**src/rtl/masked_subbytes_ctrl_if.sv**
```systemverilog
// Handshake and data bundle between masked_subbytes_ctrl, its user and its S-box.
// Carries no state and adds no latency.
// The rnd valid/ready pair is the only flow control; start is accepted only when the controller is idle.
interface masked_subbytes_ctrl_if #(
   parameter int SHARES = 2
);
   logic                    StartxSI;
   logic [128*SHARES-1:0]   StatexDI;
   logic                    BusyxSO;
   logic                    DonexSO;
   logic [128*SHARES-1:0]   StatexDO;
   logic                    RndValidxSI;
   logic                    RndReadyxSO;
   logic [8*SHARES-1:0]     SboxInxDO;
   logic [8*SHARES-1:0]     SboxOutxDI;

   // Master: the user plus the S-box, which drive the controller's inputs.
   modport master (
      output StartxSI, StatexDI, RndValidxSI, SboxOutxDI,
      input  BusyxSO, DonexSO, StatexDO, RndReadyxSO, SboxInxDO
   );

   // Slave: the controller itself.
   modport slave (
      input  StartxSI, StatexDI, RndValidxSI, SboxOutxDI,
      output BusyxSO, DonexSO, StatexDO, RndReadyxSO, SboxInxDO
   );
endinterface

```
**src/rtl/masked_subbytes_ctrl.sv**
```systemverilog
// Sequences the 16 shared bytes of an AES state through one masked pipelined S-box and collects the results.
// Latency: 17+SBOX_LATENCY cycles from start to done, plus one cycle per randomness bubble.
// Backpressure: a byte issues only when RndValidxSI is high. Define SUBBYTES_IDLE_ZERO_EN to zero the S-box input on non-issue cycles.
module masked_subbytes_ctrl #(
   parameter int SHARES       = 2,
   parameter int SBOX_LATENCY = 4
) (
   input  logic                   ClkxCI,
   input  logic                   RstxBI,
   masked_subbytes_ctrl_if.slave  bus
);

   localparam logic [1:0] ST_IDLE  = 2'd0;
   localparam logic [1:0] ST_FEED  = 2'd1;
   localparam logic [1:0] ST_DRAIN = 2'd2;
   localparam logic [1:0] ST_DONE  = 2'd3;

   logic [1:0]              state_q, state_d;
   logic [3:0]              issue_cnt_q, issue_cnt_d;
   logic [3:0]              collect_cnt_q, collect_cnt_d;
   logic [SBOX_LATENCY-1:0] tag_q, tag_d;
   logic [128*SHARES-1:0]   in_q, in_d;
   logic [128*SHARES-1:0]   out_q, out_d;
   logic                    busy_q, busy_d;
   logic                    done_q, done_d;

   logic                    active;
   logic                    issue;
   logic                    capture;
   logic [8*SHARES-1:0]     sel_byte;

   assign active  = (state_q == ST_FEED) || (state_q == ST_DRAIN);
   assign issue   = (state_q == ST_FEED) && bus.RndValidxSI;
   // The tag reaching the last stage marks the S-box output as a live result.
   assign capture = active && tag_q[SBOX_LATENCY-1];

   assign bus.RndReadyxSO = issue;
   assign bus.BusyxSO     = busy_q;
   assign bus.DonexSO     = done_q;
   assign bus.StatexDO    = out_q;

   // Gather byte[issue_cnt] of every share; the counter saturates at 15, so no clamp is needed here.
   always_comb begin
      sel_byte = '0;
      for (int s = 0; s < SHARES; s++) begin
         sel_byte[8*s +: 8] = in_q[128*s + {issue_cnt_q, 3'b000} +: 8];
      end
   end

`ifdef SUBBYTES_IDLE_ZERO_EN
   // Keep stale share data out of the S-box whenever no byte is being issued.
   assign bus.SboxInxDO = issue ? sel_byte : '0;
`else
   // Present the current byte at all times; the S-box result is ignored unless tagged.
   assign bus.SboxInxDO = sel_byte;
`endif

   // Next-state logic: FSM, issue/collect counters, tag pipe and result write-back.
   always_comb begin
      state_d       = state_q;
      issue_cnt_d   = issue_cnt_q;
      collect_cnt_d = collect_cnt_q;
      tag_d         = tag_q;
      in_d          = in_q;
      out_d         = out_q;
      case (state_q)
         ST_IDLE: begin
            if (bus.StartxSI) begin
               in_d          = bus.StatexDI;
               issue_cnt_d   = '0;
               collect_cnt_d = '0;
               tag_d         = '0;
               state_d       = ST_FEED;
            end
         end
         ST_FEED, ST_DRAIN: begin
            tag_d[0] = issue;
            for (int i = 1; i < SBOX_LATENCY; i++) begin
               tag_d[i] = tag_q[i-1];
            end
            if (issue) begin
               if (issue_cnt_q == 4'd15) begin
                  state_d = ST_DRAIN;
               end else begin
                  issue_cnt_d = issue_cnt_q + 4'd1;
               end
            end
            if (capture) begin
               for (int s = 0; s < SHARES; s++) begin
                  out_d[128*s + {collect_cnt_q, 3'b000} +: 8] = bus.SboxOutxDI[8*s +: 8];
               end
               if (collect_cnt_q == 4'd15) begin
                  state_d = ST_DONE;
               end else begin
                  collect_cnt_d = collect_cnt_q + 4'd1;
               end
            end
         end
         ST_DONE: begin
            state_d = ST_IDLE;
         end
         default: begin
            state_d = ST_IDLE;
         end
      endcase
   end

   // Busy and done are decoded from the next state so they come straight out of flops.
   always_comb begin
      busy_d = (state_d == ST_FEED) || (state_d == ST_DRAIN);
      done_d = (state_d == ST_DONE);
   end

   // State registers with synchronous active-low reset; clearing tags drops any result still inside the S-box.
   always_ff @(posedge ClkxCI) begin
      if (!RstxBI) begin
         state_q       <= ST_IDLE;
         issue_cnt_q   <= '0;
         collect_cnt_q <= '0;
         tag_q         <= '0;
         in_q          <= '0;
         out_q         <= '0;
         busy_q        <= 1'b0;
         done_q        <= 1'b0;
      end else begin
         state_q       <= state_d;
         issue_cnt_q   <= issue_cnt_d;
         collect_cnt_q <= collect_cnt_d;
         tag_q         <= tag_d;
         in_q          <= in_d;
         out_q         <= out_d;
         busy_q        <= busy_d;
         done_q        <= done_d;
      end
   end

endmodule

```
**src/flat_wrapper.sv**
```systemverilog
// flat-port wrapper written by rule: the top's interface ports become plain ports
module masked_subbytes_ctrl_flat 
#(
   parameter int SHARES       = 2,
   parameter int SBOX_LATENCY = 4
)
  (ClkxCI, RstxBI, bus_StartxSI, bus_StatexDI, bus_RndValidxSI, bus_SboxOutxDI, bus_BusyxSO, bus_DonexSO, bus_StatexDO, bus_RndReadyxSO, bus_SboxInxDO);
  masked_subbytes_ctrl_if #(.SHARES(SHARES)) bus_i ();
  input  logic ClkxCI;
  input  logic RstxBI;
  input wire logic [$bits(bus_i.StartxSI)-1:0] bus_StartxSI;
  input wire logic [$bits(bus_i.StatexDI)-1:0] bus_StatexDI;
  input wire logic [$bits(bus_i.RndValidxSI)-1:0] bus_RndValidxSI;
  input wire logic [$bits(bus_i.SboxOutxDI)-1:0] bus_SboxOutxDI;
  output wire logic [$bits(bus_i.BusyxSO)-1:0] bus_BusyxSO;
  output wire logic [$bits(bus_i.DonexSO)-1:0] bus_DonexSO;
  output wire logic [$bits(bus_i.StatexDO)-1:0] bus_StatexDO;
  output wire logic [$bits(bus_i.RndReadyxSO)-1:0] bus_RndReadyxSO;
  output wire logic [$bits(bus_i.SboxInxDO)-1:0] bus_SboxInxDO;
  assign bus_i.StartxSI = bus_StartxSI;
  assign bus_i.StatexDI = bus_StatexDI;
  assign bus_i.RndValidxSI = bus_RndValidxSI;
  assign bus_i.SboxOutxDI = bus_SboxOutxDI;
  assign bus_BusyxSO = bus_i.BusyxSO;
  assign bus_DonexSO = bus_i.DonexSO;
  assign bus_StatexDO = bus_i.StatexDO;
  assign bus_RndReadyxSO = bus_i.RndReadyxSO;
  assign bus_SboxInxDO = bus_i.SboxInxDO;
  masked_subbytes_ctrl #(.SHARES(SHARES), .SBOX_LATENCY(SBOX_LATENCY)) u_core (.ClkxCI(ClkxCI), .RstxBI(RstxBI), .bus(bus_i));
endmodule
```
**config.mk**
```make
export PLATFORM = sky130hd
export DESIGN_NAME = masked_subbytes_ctrl_flat
export DESIGN_NICKNAME = d
export VERILOG_FILES = /design/src/rtl/masked_subbytes_ctrl_if.sv /design/src/rtl/masked_subbytes_ctrl.sv /design/src/flat_wrapper.sv
export SDC_FILE = /design/constraint.sdc
export NUM_CORES = 1
export LEC_CHECK = 0
export CAP_MARGIN = 40
export CORE_MARGIN = 2
export CORE_UTILIZATION = 30
export DETAILED_ROUTE_END_ITERATION = 7
export GPL_TIMING_DRIVEN = 0
export SLEW_MARGIN = 25
export SYNTH_ARGS = -nofsm -noshare
export SYNTH_HDL_FRONTEND = slang
export SYNTH_SLANG_ARGS = --single-unit
```
**constraint.sdc**
```tcl
create_clock -name ClkxCI -period 3.6 [get_ports ClkxCI]
set_input_delay 0.9 -clock ClkxCI [delete_from_list [all_inputs] [get_ports ClkxCI]]
set_output_delay 0.9 -clock ClkxCI [all_outputs]
set_load 0.01 [all_outputs]
```
==> flow_summary.toml, run 1 <==
[outcome]
status = "finished with violations"
violations = "negative setup slack"

[flow_run]
drv_cap = 0

[cells_and_area]
register_area_um2 = 10600
multi_input_area_um2 = 10300
syn2layout_area_growth_pct = 42.2
design_area_um2 = 30800
final.fill_count = 7121
drive_gt1_share_pct = 9.58
finalNetCount = 3334

[timing]
final.min_clock_period_ns = 3.61
setup_viol = 1
maxSlewHeadroom_pct = 37.6
setup_ws_ns = -0.00760
setup_tns_ns = -0.00760
rsz0062_at_grt = "yes"
finalCritPeriodShare_pct = 100
finalClockSkew_ns = 0.0217
fmax_mhz = 277
worstMarginPinSlew_ns = 0.935
hold_viol = 0
slew_viol_final = 0

[critical_path]
cpPeakStageDelay_ns = 0.57
criticalPathCategory = "reg -> out"
reg2reg_depth = 9
critPathBufInv = 4
start_kind = "flop"
crit_required_ns = 2.70
path_cells = "buf_12 -> buf_16 -> buf_6 -> mux4_2 -> mux4_2 -> buf_6"
rrSetupSlack_ns = 0.19
critPathTopFamily = "multiplexers"
r2r-end = "u_core.bus.StatexDO[153]$_SDFFE_PN0P_"
worst-endpoint-arrival_ns = 2.71
reg2reg_from = "u_core.collect_cnt_q[0]$_SDFFE_PN0P_"
crit_path_top_delay_cell = "mux4_2"
endpoint_kind = "primary output"
crit_fanout = 7

[grt]
grt_pass1_wl_um = 133000
grt_pass1_vias = 19800
overflow = 0
antenna_found_initial = 19
grt_max_degree = 20
gr-usage-all-layers_pct = 24.2

[power]
peakVddDrop_mv = 0.356
powerDensity_nw_per_um2 = 453
power_w = 0.0139
leakage_nw = 11.2

[worst_hold_path]
whs_path_depth = 2
min_path_type = "reg -> reg"
holdCritStartpoint = "u_core.in_q[123]$_SDFFE_PN0P_"
min_to = "u_core.in_q[123]$_SDFFE_PN0P_"

[synth]
async_reset_ff_share_pct = 0
synth_cells = 2409
synth_warnings = 0
avgSynthCellArea_um2 = 8.98
syn_nets = 2695
synth_edf_count = 0
netlist_area_um2 = 21600
synth_seq_area_share_pct = 48.8
post_synth_num_cell_types = 64
synthFlopType = "dfxtp_1"
ys_ff_latch = 528

[routing]
routed-wl-met2_um = 46100
wl_per_cell_um = 23.0
dr_wl_met3_um = 7340
ant_nets = 0
drt_wl_total_um = 93100
via_per_inst = 5.07
drt-initial-drc-count = 1626
drt-met1-wl_um = 36400
drc = 0
first_pass_iters = 6
dr.max_layer_used = "met5"
vias = 20500

[floorplanning]
ios = 551
rows = 98
coreArea_um2 = 71500
initial_utilization_pct = 30.3
design.die.area_um2 = 74300
die_y_um = 273
die-width_um = 273

[cts]
cts.clk_slew.worst_paths_ns = 0.06
clk_latency_ns = 0.62
numCtsBuffers = 57
clockBufferDepth = 3
tritoncts = "built"
cts-root-buf = "clkbuf_16"
cts.sink_count = 528
htreeDepth = 2

[placed_design]
pre_cts_ws_ns = -0.566
place_area_um2 = 28500
gp_congestion = 0.901
dp_hpwl_um = 73000
port_buffers = 548
## registers in the layout, indices dropped and copies added (netlist names)
signal / cells
u_core.bus.BusyxSO: 1
u_core.bus.DonexSO: 1
u_core.bus.StatexDO: 256
u_core.collect_cnt_q: 4
u_core.in_q: 256
u_core.issue_cnt_q: 4
u_core.state_q: 2
u_core.tag_q: 4
## kinds of logic (layout without fill, tap and decap cells)
| logic type | after synthesis | count (layout) | synth area share, % |
|---|---|---|---|
| simple gates | 969 | 969 | 19.1 |
| flops | 528 | 528 | 48.8 |
| compound gates | 510 | 510 | 14.4 |
| xor+xnor | 8 | 8 | 0.358 |
| other cells | 0 | 5 | 0 |
| buf+inv | 202 | 884 | 3.73 |
| fa+ha+maj | 10 | 10 | 0.578 |
| mux | 182 | 182 | 13.0 |
## per-stage QoR
| stage | hold slack (ns) | util [%] | cells |
|---|---|---|---|
| floorplan | 0.433 | - | 2409 |
| detailed placement | 0.444 | 39.9 | 3924 |
| CTS | 0.452 | 43.0 | 4037 |
| finish | 0.451 | 43.1 | 4046 |
| global placement | 0.439 | 39.6 | 3907 |
| global route | 0.466 | 43.0 | 4041 |
## worst max-delay path by stage
stage                                         start                                   end  cells after the start  slack (ns)
2_1_floorplan    u_core.issue_cnt_q[0]$_SDFFE_PN0P_                     bus_SboxInxDO[10]                      4        0.77
3_3_place_gp   u_core.collect_cnt_q[0]$_SDFFE_PN0P_  u_core.bus.StatexDO[90]$_SDFFE_PN0P_                      8       -0.64
3_5_place_dp     u_core.issue_cnt_q[1]$_SDFFE_PN0P_                     bus_SboxInxDO[14]                      5       -0.57
4_1_cts          u_core.issue_cnt_q[0]$_SDFFE_PN0P_                     bus_SboxInxDO[15]                      6       -0.07
5_1_grt          u_core.issue_cnt_q[0]$_SDFFE_PN0P_                      bus_SboxInxDO[4]                      6       -0.07
6_report         u_core.issue_cnt_q[0]$_SDFFE_PN0P_                      bus_SboxInxDO[4]                      6      -0.008
## synthesized netlist by cell type, drive strengths merged, types with 8 or more instances
cell      n  area share [%]
nand4     8            0.29
a32o     23             1.1
or2       8            0.23
mux2i   102             4.7
ha       10            0.58
o22ai     8            0.23
a21oi   330             7.6
nor3     11            0.32
nand2   600              10
mux4     80             8.3
clkbuf  151             2.6
nand2b   19            0.55
buf      42            0.95
and3     11            0.32
o21ai    26            0.62
nor2    157             2.8
and2     44             1.3
o31ai    16            0.55
inv       9            0.16
a22oi    24            0.83
dfxtp   528              49
a22o     48             1.9
nand3    91             2.1
## worst reg2reg max path, delay by kind of cell, from the launching register on
family        cells  cell delay, ns
buf+inv           4            1.48
simple gates      3            0.72
flops             1            0.44
mux               1            0.35
fa+ha+maj         1            0.29
## cells in the final DEF (no fill, tap or decap), drive strengths merged, types with 80 or more instances in the layout
master / count
nand2: 600
clkdlybuf4s50: 532
dfxtp: 528
a21oi: 330
clkbuf: 233
nor2: 157
mux2i: 102
nand3: 91
buf: 90
mux4: 80
## final cells by class
| type | count | area share, % |
|---|---|---|
| sequential | 528 | 34.4 |
| multi-input combinational | 1679 | 33.4 |
| timing repair buffer | 581 | 18.9 |
| clock buffer | 82 | 5.39 |
| tap | 950 | 3.86 |
| buffer | 192 | 3.03 |
| clock inverter | 20 | 0.817 |
| inverter | 9 | 0.110 |
| antenna | 5 | 0.0407 |
## power breakdown
group	switching [W]	leakage [nW]	total (W)	internal (W)
Sequential	0.000103	4.29	0.00613	0.00603
Clock	0.00255	0.933	0.00604	0.00350
Combinational	0.00102	5.98	0.00177	0.000758
## repair_timing
action,4_1_cts,5_1_grt
cloned,3,0
setup buffers,9,5
setup endpoints to repair,65,11
hold buffers,0,0
gates resized for setup,122,21
## routing by layer
layer	vias to the layer above	track usage, %
met5	-	0
met4	30	7.53
met3	177	5.49
met2	871	42.9
met1	9766	28.8
li1	9655	-
Note: power is estimated with default switching activity, not from simulation.
==> run 2, diff against run 1 <==
CORE_UTILIZATION = 42   (was 30)
PLACE_DENSITY = 0.7   (was unset)
==> flow_summary.toml, run 2 (same netlist as run 1, synthesis figures left out) <==
[timing]
rsz0062_at_grt = "no"
fmax_mhz = 280
worstMarginPinSlew_ns = 0.895
setup_viol = 0
setup_tns_ns = 0
hold_viol = 0
maxSlewHeadroom_pct = 40.3
finalClockSkew_ns = 0.0110
final.min_clock_period_ns = 3.57
finalCritPeriodShare_pct = 99.3
slew_viol_final = 0

[cells_and_area]
drive_gt1_share_pct = 8.55
syn2layout_area_growth_pct = 39.3
layout_commonest_cell = "nand2_1"
final.fill_count = 4482
fin_util_pct = 59.0
finalNetCount = 3315
register_area_um2 = 10600
num_antenna_cells = 0
final_cell_mix = "nand2_1 (600), clkdlybuf4s50_1 (532), dfxtp_1 (527)"
multi_input_area_um2 = 10300

[cts]
clk_latency_ns = 0.61
ctsHoldBuffers = 0
tritoncts = "built"
cts.clk_slew.worst_paths_ns = 0.06
numCtsBuffers = 52
htreeDepth = 2
cts.sink_count = 528
cts-root-buf = "clkbuf_16"
clockBufferDepth = 3

[grt]
grt_max_degree = 20
grt_pass1_wl_um = 125000
gr-usage-all-layers_pct = 31.0
overflow = 0
grt_pass1_vias = 20600
antenna_found_initial = 2

[routing]
first_pass_iters = 8
via_per_inst = 5.61
ant_nets = 0
drt_wl_total_um = 86300
wl_per_cell_um = 23.1
vias = 21000
drc = 0
drt-initial-drc-count = 1738

[floorplanning]
initial_utilization_pct = 42.4
ios = 551
die-width_um = 231
rows = 83
coreArea_um2 = 51100
design.die.area_um2 = 53400
die_y_um = 231

[critical_path]
crit_required_ns = 2.70
worst-endpoint-arrival_ns = 2.67
reg2reg_from = "u_core.collect_cnt_q[0]$_SDFFE_PN0P_"
cpPeakStageDelay_ns = 0.55
critPathTopFamily = "multiplexers"
criticalPathCategory = "reg -> out"
crit_path_start = "u_core.issue_cnt_q[0]$_SDFFE_PN0P_"
start_kind = "flop"
crit_fanout = 5
endpoint_kind = "primary output"
path_cells = "clkbuf_16 -> clkbuf_16 -> mux4_2 -> mux4_2 -> clkdlybuf4s15_1"
critPathBufInv = 3
crit_path_top_delay_cell = "mux4_2"

[outcome]
status = "completed"

[placed_design]
dp_hpwl_um = 67100
gp_congestion = 0.955
port_buffers = 548

[power]
peakVddDrop_mv = 0.323
powerDensity_nw_per_um2 = 453
leakage_nw = 11.0

[flow_run]
drv_cap = 0

[worst_hold_path]
holdCritStartpoint = "u_core.in_q[84]$_SDFFE_PN0P_"
min_path_type = "reg -> reg"
run 2: final cells by class:
type / count / area share [%]
timing repair buffer: 567 / 18.9
inverter: 9 / 0.112
buffer: 192 / 3.06
tap: 680 / 2.82
clock inverter: 15 / 0.955
multi-input combinational: 1679 / 34.1
sequential: 528 / 35.1
clock buffer: 74 / 5.03
run 2: path summary, 6_finish.rpt:
path,end,slack [ns],cells past startpoint
max,bus_SboxInxDO[8],0.03,5
min,u_core.in_q[84]$_SDFFE_PN0P_,0.45,2
max reg2reg,u_core.bus.StatexDO[59]$_SDFFE_PN0P_,0.26,9
min reg2reg,u_core.in_q[84]$_SDFFE_PN0P_,0.45,2
run 2: what timing repair did:
| action | CTS | global route |
|---|---|---|
| cloned | 1 | 4 |
| setup endpoints to repair | 36 | 7 |
| gates resized for setup | 82 | 13 |
| hold endpoints to repair | 0 | 0 |
| buffers inserted | 3 | 1 |
run 2: per-stage QoR:
stage	cells	worst slack [ns]	hold WS [ns]	total power, W	cell area [um2]
2_1_floorplan	2409	0.765	0.433	0.00705	21600
3_3_place_gp	3637	-0.359	0.438	0.00784	28000
3_5_place_dp	3644	-0.422	0.444	0.00787	28000
4_1_cts	3736	-0.0241	0.453	0.0136	30000
5_1_grt	3744	0.000712	0.467	0.0140	30100
6_report	3744	0.0260	0.454	0.0137	30100
run 2: per-layer routing:
metal,up-vias,routed length [um],global-route usage (%)
li1,9596,-,-
met1,10100,33600,37.2
met2,1043,42500,54.5
met3,215,6170,4.89
met4,4,4080,14.0
met5,-,27,0
run 2: tightest hold or removal path: stages, from the launching register on:
cell and delay, ns:
dfxtp_1 0.30, nand2_1 0.05, a21oi_1 0.05
run 2: power by group:
part           switching (W)  total (W)  internal [W]
clock network        0.00234    0.00582       0.00348
logic               0.000982    0.00171      0.000727
registers           0.000107    0.00613       0.00603
==> run 3, diff against run 2 <==
ABC_CLOCK_PERIOD_IN_PS = 3600   (was unset)
==> results of run 3 <==
The final DEF is identical to that of run 2; final timing and power are the same.
